===== config.mk =====
export PLATFORM = sky130hd
export DESIGN_NAME = hazard_pipe
export DESIGN_NICKNAME = d
export VERILOG_FILES = /design/src/rtl/hazard_pipe.sv
export SDC_FILE = /design/constraint.sdc
export NUM_CORES = 1
export LEC_CHECK = 0
export BUFFER_PORTS_ARGS = -buffer_cell sky130_fd_sc_hd__buf_2
export CORE_MARGIN = 4
export CORE_UTILIZATION = 30
export DETAILED_ROUTE_END_ITERATION = 8
export GPL_ROUTABILITY_DRIVEN = 0
export PLACE_DENSITY = 0.53
export SKIP_CTS_REPAIR_TIMING = 1
export SLEW_MARGIN = 20
export SYNTH_ARGS = -nofsm -noshare
export SYNTH_HDL_FRONTEND = slang
export SYNTH_SLANG_ARGS = --single-unit
export TNS_END_PERCENT = 30

===== constraint.sdc =====
create_clock -name clk -period 6.92 [get_ports clk]
set_input_delay 0.692 -clock clk [delete_from_list [all_inputs] [get_ports clk]]
set_output_delay 0.692 -clock clk [all_outputs]
set_load 0.01 [all_outputs]

===== src/rtl/hazard_pipe.sv =====
// Pipeline hazard unit: tracks destination/class of the instructions in EX, MEM and WB,
// raises a load-use style stall for the ID instruction and counts stall cycles.
module hazard_pipe (
   input  logic        clk,
   input  logic        rst,
   input  logic [4:0]  A1_ID,
   input  logic [4:0]  A2_ID,
   input  logic [4:0]  A3_ID,
   input  logic [1:0]  Tnew_ID,
   input  logic [1:0]  Tuse_rs,
   input  logic [1:0]  Tuse_rt,
   input  logic        valid_ID,
   output logic [4:0]  A1_EX,
   output logic [4:0]  A2_EX,
   output logic [4:0]  A2_MEM,
   output logic [4:0]  A3_EX,
   output logic [4:0]  A3_MEM,
   output logic [4:0]  A3_WB,
   output logic [1:0]  Tnew_EX,
   output logic [1:0]  Tnew_MEM,
   output logic [1:0]  Tnew_WB,
   output logic        stall,
   output logic [15:0] stall_cnt
);

   localparam logic [1:0]  TNEW_NONE = 2'd3;
   localparam logic [1:0]  TUSE_NONE = 2'd3;
   localparam logic [2:0]  STAGE_EX  = 3'd1;
   localparam logic [2:0]  STAGE_MEM = 3'd2;
   localparam logic [15:0] CNT_MAX   = 16'hFFFF;

   logic [4:0]  a1_ex_q, a1_ex_d;
   logic [4:0]  a2_ex_q, a2_ex_d;
   logic [4:0]  a3_ex_q, a3_ex_d;
   logic [1:0]  tnew_ex_q, tnew_ex_d;
   logic [4:0]  a2_mem_q, a3_mem_q, a3_wb_q;
   logic [1:0]  tnew_mem_q, tnew_wb_q;
   logic [15:0] stall_cnt_q, stall_cnt_d;

   logic id_producer;
   logic rs_ex_match, rt_ex_match;
   logic rs_hazard, rt_hazard;

   // A producer of class tnew sitting in stage 'stage' blocks an operand needed
   // at stage tuse when its result cannot be forwarded in time.
   function automatic logic stage_term(input logic [4:0] src,
                                       input logic [1:0] tuse,
                                       input logic [4:0] a3,
                                       input logic [1:0] tnew,
                                       input logic [2:0] stage);
      stage_term = (tuse != TUSE_NONE) && (src != 5'd0) && (a3 == src) &&
                   (tnew != TNEW_NONE) && ({1'b0, tnew} >= (stage + {1'b0, tuse}));
   endfunction

   assign id_producer = valid_ID && (A3_ID != 5'd0) && (Tnew_ID != TNEW_NONE);

   // The youngest writer (EX) of an operand hides any older writer in MEM.
   assign rs_ex_match = (A1_ID != 5'd0) && (a3_ex_q == A1_ID) && (tnew_ex_q != TNEW_NONE);
   assign rt_ex_match = (A2_ID != 5'd0) && (a3_ex_q == A2_ID) && (tnew_ex_q != TNEW_NONE);

   always_comb begin
      rs_hazard = 1'b0;
      rt_hazard = 1'b0;
      if (rs_ex_match) begin
         rs_hazard = stage_term(A1_ID, Tuse_rs, a3_ex_q, tnew_ex_q, STAGE_EX);
      end else begin
         rs_hazard = stage_term(A1_ID, Tuse_rs, a3_mem_q, tnew_mem_q, STAGE_MEM);
      end
      if (rt_ex_match) begin
         rt_hazard = stage_term(A2_ID, Tuse_rt, a3_ex_q, tnew_ex_q, STAGE_EX);
      end else begin
         rt_hazard = stage_term(A2_ID, Tuse_rt, a3_mem_q, tnew_mem_q, STAGE_MEM);
      end
   end

   assign stall = valid_ID && (rs_hazard || rt_hazard);

   always_comb begin
      a1_ex_d   = 5'd0;
      a2_ex_d   = 5'd0;
      a3_ex_d   = 5'd0;
      tnew_ex_d = TNEW_NONE;
      if (!stall) begin
         a1_ex_d = valid_ID ? A1_ID : 5'd0;
         a2_ex_d = valid_ID ? A2_ID : 5'd0;
         if (id_producer) begin
            a3_ex_d   = A3_ID;
            tnew_ex_d = Tnew_ID;
         end
      end
   end

   always_comb begin
      stall_cnt_d = stall_cnt_q;
      if (stall && (stall_cnt_q != CNT_MAX)) begin
         stall_cnt_d = stall_cnt_q + 16'd1;
      end
   end

   always_ff @(posedge clk or posedge rst) begin
      if (rst) begin
         a1_ex_q     <= 5'd0;
         a2_ex_q     <= 5'd0;
         a3_ex_q     <= 5'd0;
         tnew_ex_q   <= TNEW_NONE;
         a2_mem_q    <= 5'd0;
         a3_mem_q    <= 5'd0;
         tnew_mem_q  <= TNEW_NONE;
         a3_wb_q     <= 5'd0;
         tnew_wb_q   <= TNEW_NONE;
         stall_cnt_q <= 16'd0;
      end else begin
         a1_ex_q     <= a1_ex_d;
         a2_ex_q     <= a2_ex_d;
         a3_ex_q     <= a3_ex_d;
         tnew_ex_q   <= tnew_ex_d;
         a2_mem_q    <= a2_ex_q;
         a3_mem_q    <= a3_ex_q;
         tnew_mem_q  <= tnew_ex_q;
         a3_wb_q     <= a3_mem_q;
         tnew_wb_q   <= tnew_mem_q;
         stall_cnt_q <= stall_cnt_d;
      end
   end

   assign A1_EX     = a1_ex_q;
   assign A2_EX     = a2_ex_q;
   assign A3_EX     = a3_ex_q;
   assign Tnew_EX   = tnew_ex_q;
   assign A2_MEM    = a2_mem_q;
   assign A3_MEM    = a3_mem_q;
   assign Tnew_MEM  = tnew_mem_q;
   assign A3_WB     = a3_wb_q;
   assign Tnew_WB   = tnew_wb_q;
   assign stall_cnt = stall_cnt_q;

endmodule


Yosys cells after proc, flatten, opt, wreduce, memory -nomap -nowiden
Index checks and enable logic that the tools add are counted.

Register bits after elaboration: 52. Logic and storage cells: 65.

$add $sub $neg: 5. Magnitude comparators: 4. Equality and inequality tests: 10. Mux-type cells: 10. Reductions and logical operators: 26.

Operators by type and width (count): 5-bit 2-to-1 mux (6); 1-bit logical AND (22); 5-bit == test (4); 16-bit by 1-bit adder with 16-bit output (second input constant) (1); 16-bit inequality test (second input constant) (1); 5-bit nonzero test (3); 2-bit by 3-bit >= comparator with 1-bit output (4); 2-bit inequality test (second input constant) (5); 1-bit by 2-bit adder with 3-bit output (first input constant) (2); 2-bit by 2-bit adder with 3-bit output (first input constant) (2); 2-bit 2-to-1 mux (2); 1-bit 2-to-1 mux (2); 1-bit logical OR (1).

Depth between registers and ports, before layout
Depth after elaboration: 9. Gate-level depth with buffers: 10. Gate-level depth less buffers: 9.

Least setup slack after synthesis
Ideal clock, no wire load.

Kind: input -> output. From: in Tuse_rt[0]. To: out stall. Arrival: 2135 ps. Data required time: 6228 ps. Slack: 4093 ps. Stages: 7. Buffers on the path: 0. Cells stage by stage: ha_1 > inv_1 > ha_1 > a21boi_0 > or4b_1 > o211ai_2 > a21oi_1.

Cells in the longest elaborated chain, start to end: 8. Elaborated cells on any way between the ends: 15. Those cells by class: 2 x add/sub; 2 x order compare; 1 x eq/ne; 1 x mux; 9 x reduce/logical.

Ends and longest elaborated chain: start: declaration (RTL line 11) `input logic [1:0] Tuse_rt,`; parallel branches: the longest is 5 deep, another holds 2-bit by 2-bit adder with 3-bit output; 1-bit 2-to-1 mux * (RTL line 69) `if (rt_ex_match) begin`; 1-bit logical OR * (RTL line 76) `assign stall = valid_ID && (rs_hazard || rt_hazard);`; 1-bit logical AND * (RTL line 76); end: declaration (RTL line 22) `output logic stall,`.

Every way passes the cells marked *.

Worst setup path in the final report
From: in Tuse_rt[1]. To: out stall.

The elaborated chain is that of the path after synthesis.

==> key figures <==
GRT
  • GRT Total Usage: 11.4%
  • GRT overflow: 0
  • Largest net degree at the start of global routing: 53
  • Vias in the first global route: around 1700
  • Initial antenna violation count: 0
  • Global-route wire length before repair: 8720 µm

Floorplanning
  • Total core area: 0.00777 mm²
  • Top-Level Pins: 77
  • Row count: 32
  • Chip height: 97.4 µm
  • Chip width: between 90 and 100 µm
  • Initial Utilization: 30.9%
  • Die area: 0.00949 mm²

Yosys
  • Synthesized area per cell: 12.1 µm²
  • Count leader, synth: dfrtp_1
  • Async SR Flop Fraction: 100%
  • Gate count after technology mapping: just under 200
  • Share of the synthesized area in the top cell type: 48.0%
  • Yosys synthesis warning count: 0
  • Post-synth EDFFs: 0
  • Leading area contributor after synthesis: dfrtp_1
  • Synthesized flop and latch total: 52
  • Synth top area cells: dfrtp_1 48%, xnor2_1 10%, ha_1 6.8%
  • Seq/Total Area, Yosys: 54.6%
  • Synth Net Count: 236
  • Top post-synthesis cells by count: 46 x dfrtp_1, 28 x xnor2_1, 14 x inv_1
  • Primary FF master, synth: dfrtp_1
  • Distinct cell type count after synthesis: 31
  • Mapped cell area: ~0.0024 mm²

Power and ir drop
  • Pwr dens: 212 mW/mm²
  • LEAKAGE: between 1.5 and 2 nW
  • Peak supply drop: between 0.1 and 0.15 mV

Worst setup path
  • CP peak stage delay: around 0.52 ns
  • R2r endpoint: stall_cnt[1]$_DFFE_PP0P_
  • CP max FO: 4
  • WP data arrival: 2.43 ns
  • Critical path buffers and inverters: 3
  • Largest delay contributor family on the critical path: adder cells
  • Critical Path Start Type: primary input
  • Crit-path cells: buf_2, ha_1, inv_1, ha_1, a21boi_0, or4b_1, o211ai_2, a21oi_1, buf_2
  • WS Path Type: in -> out
  • R2r worst-path depth: 8
  • Register-to-register setup slack: 4.19 ns
  • Critical Path RT: 6.23 ns
  • Reg2reg start: Tnew_MEM[0]$_DFF_PP1_
  • Highest-delay cell along the critical path: or4b_1
  • Crit end category: primary output

Timing
  • Final Skew: 0.00696 ns
  • Pins over their slew limit: 0
  • Setup_tns: 0 ns
  • Final setup viols: 0
  • Max Fclk: between 0.3 and 0.4 GHz
  • Hold WS: 0.376 ns
  • Slew at the pin closest to its max-slew limit: around 0.88 ns
  • Final worst path period need: between 3 and 4 ns
  • Worst rel slew slack: 41.4%
  • Final Hold Fails: 0
  • RSZ-0062 raised after global routing: no
  • Ratio of final minimum period to clock period: 45.1%

CTS
  • Clk slew on worst S/H paths: 0.09 ns
  • CTS tree: yes
  • H-tree Lvls: 2
  • Clk_lat worst skew: ~0.3 ns
  • Sink Count: 52
  • Root Driver: clkbuf_8
  • TritonCTS Buffers: 5
  • CTS Buffer Depth: 2

Job
  • Max-cap violation count: 0

Place
  • I/O Buffers: 76
  • Detail Placement HPWL: 4230 µm

Status
  • Run status: finished clean

Hold path
  • Hold Path Origin: A2_EX[0]$_DFF_PP0_
  • Hold endpoint: A2_MEM[0]$_DFF_PP0_
  • Hold Path Class: reg -> reg
  • Cell depth of the worst hold path: 0

Routing
  • Wire length per cell: 14.1 µm
  • DRC: 0
  • Final ANT Viol Nets: 0
  • DRT iter0 DRCs: 58
  • Via density: 4.37
  • DR vias: 1673
  • First drt pass iteration count: 4
  • Final wirelength: 5400 µm

Layout
  • # nets final: 317
  • FILL cells: 803
  • Layout area overhead: 24.8%
  • N_diodes: 0
  • Share of post-route cells with drive strength above 1: 36.3%
==> worst register-to-register path, stage by stage (launching register included) <==
cell and delay (ns):
dfstp_2 0.61, inv_1 0.08, ha_1 0.27, nor3b_2 0.14
a221oi_1 0.08, a2111oi_2 0.42, o211ai_2 0.19, a21oi_4 0.45
mux2_2 0.39
==> cells in the final DEF, fill, tap and decap left out, drive strengths merged <==
| cell type | Yosys | routed |
|---|---|---|
| buf | 2 | 76 |
| dfrtp | 46 | 46 |
| xnor2 | 28 | 28 |
| inv | 14 | 13 |
| ha | 13 | 13 |
| nand4 | 12 | 12 |
| nor2 | 12 | 12 |
| and2 | 11 | 11 |
| nand2 | 9 | 9 |
| xor2 | 7 | 7 |
| and3 | 7 | 7 |
| nand3 | 7 | 7 |
| dfstp | 6 | 6 |
| clkbuf | 0 | 6 |
| nor3 | 5 | 5 |
| a21oi | 4 | 4 |
| a221oi | 2 | 2 |
| a2111oi | 2 | 2 |
| a21boi | 2 | 2 |
| or4b | 2 | 2 |
| o211ai | 2 | 2 |
| clkinv | 0 | 2 |
| nor2b | 1 | 1 |
| nor3b | 1 | 1 |
| or4 | 1 | 1 |
| o21ai | 1 | 1 |
| mux2 | 1 | 1 |
| nand4bb | 1 | 1 |
| bufinv | 0 | 1 |
==> where the power goes <==
| part | leakage [nW] | total [mW] | switching [mW] | internal [mW] |
|---|---|---|---|---|
| Clock | 0.0552 | 0.206 | 0.0989 | 0.107 |
| Combinational | 0.775 | 0.0888 | 0.0495 | 0.0393 |
| Sequential | 0.676 | 0.339 | 0.0169 | 0.322 |
==> layer usage <==
metal	global-route usage [%]	up-vias	wire length, µm
met2	18.7	42	2560
met1	14.6	790	2520
met5	0	-	0
met4	3.51	0	65
met3	3.16	4	257
li1	-	837	-
==> registers in the layout (all words and copies together) (netlist names) <==
name	flops
Tnew_EX	2
A3_MEM	5
A3_EX	5
Tnew_WB	2
A2_EX	5
A2_MEM	5
A1_EX	5
stall_cnt	16
Tnew_MEM	2
A3_WB	5
==> cell type report <==
cell class,instances,area (µm²),area share [%]
clock buffers,6,72.6,2.42
clock inverters,2,35.0,1.17
inverters,14,53.8,1.80
multi-input cells,131,1010,33.9
flip-flops and latches,52,1310,43.7
well taps,102,128,4.26
repair buffers,76,380,12.7
==> cells by family after synthesis <==
kind of cell	after synthesis	share of synthesized area (%)
xor+xnor	35	12.8
simple gates	69	17.1
flops	52	54.6
compound gates	13	5.16
mux	1	0.469
buf+inv	16	3.13
fa+ha+maj	13	6.78
==> metrics by stage <==
step	worst slack, ns	cell area (µm²)	cells	total power [mW]	util, %
6_report	3.80	2990	383	0.634	38.5
5_1_grt	3.64	2990	383	0.669	38.5
4_1_cts	3.79	2990	383	0.645	38.5
3_5_place_dp	3.79	2880	375	0.437	37.1
3_3_place_gp	3.79	2880	375	0.436	37.1
2_1_floorplan	4.09	2400	199	0.395	-
==> worst max path at each step <==
stage,depth (start not counted),slack [ns],start,endpoint
2_1_floorplan,7,4.09,Tuse_rt[0],stall
3_3_place_gp,9,3.79,Tuse_rt[1],stall
3_5_place_dp,9,3.79,Tuse_rt[1],stall
4_1_cts,9,3.79,Tuse_rt[1],stall
5_1_grt,8,3.64,Tnew_MEM[0]$_DFF_PP1_,stall
6_report,9,3.80,Tuse_rt[1],stall
(Power assumes the default switching activity.)
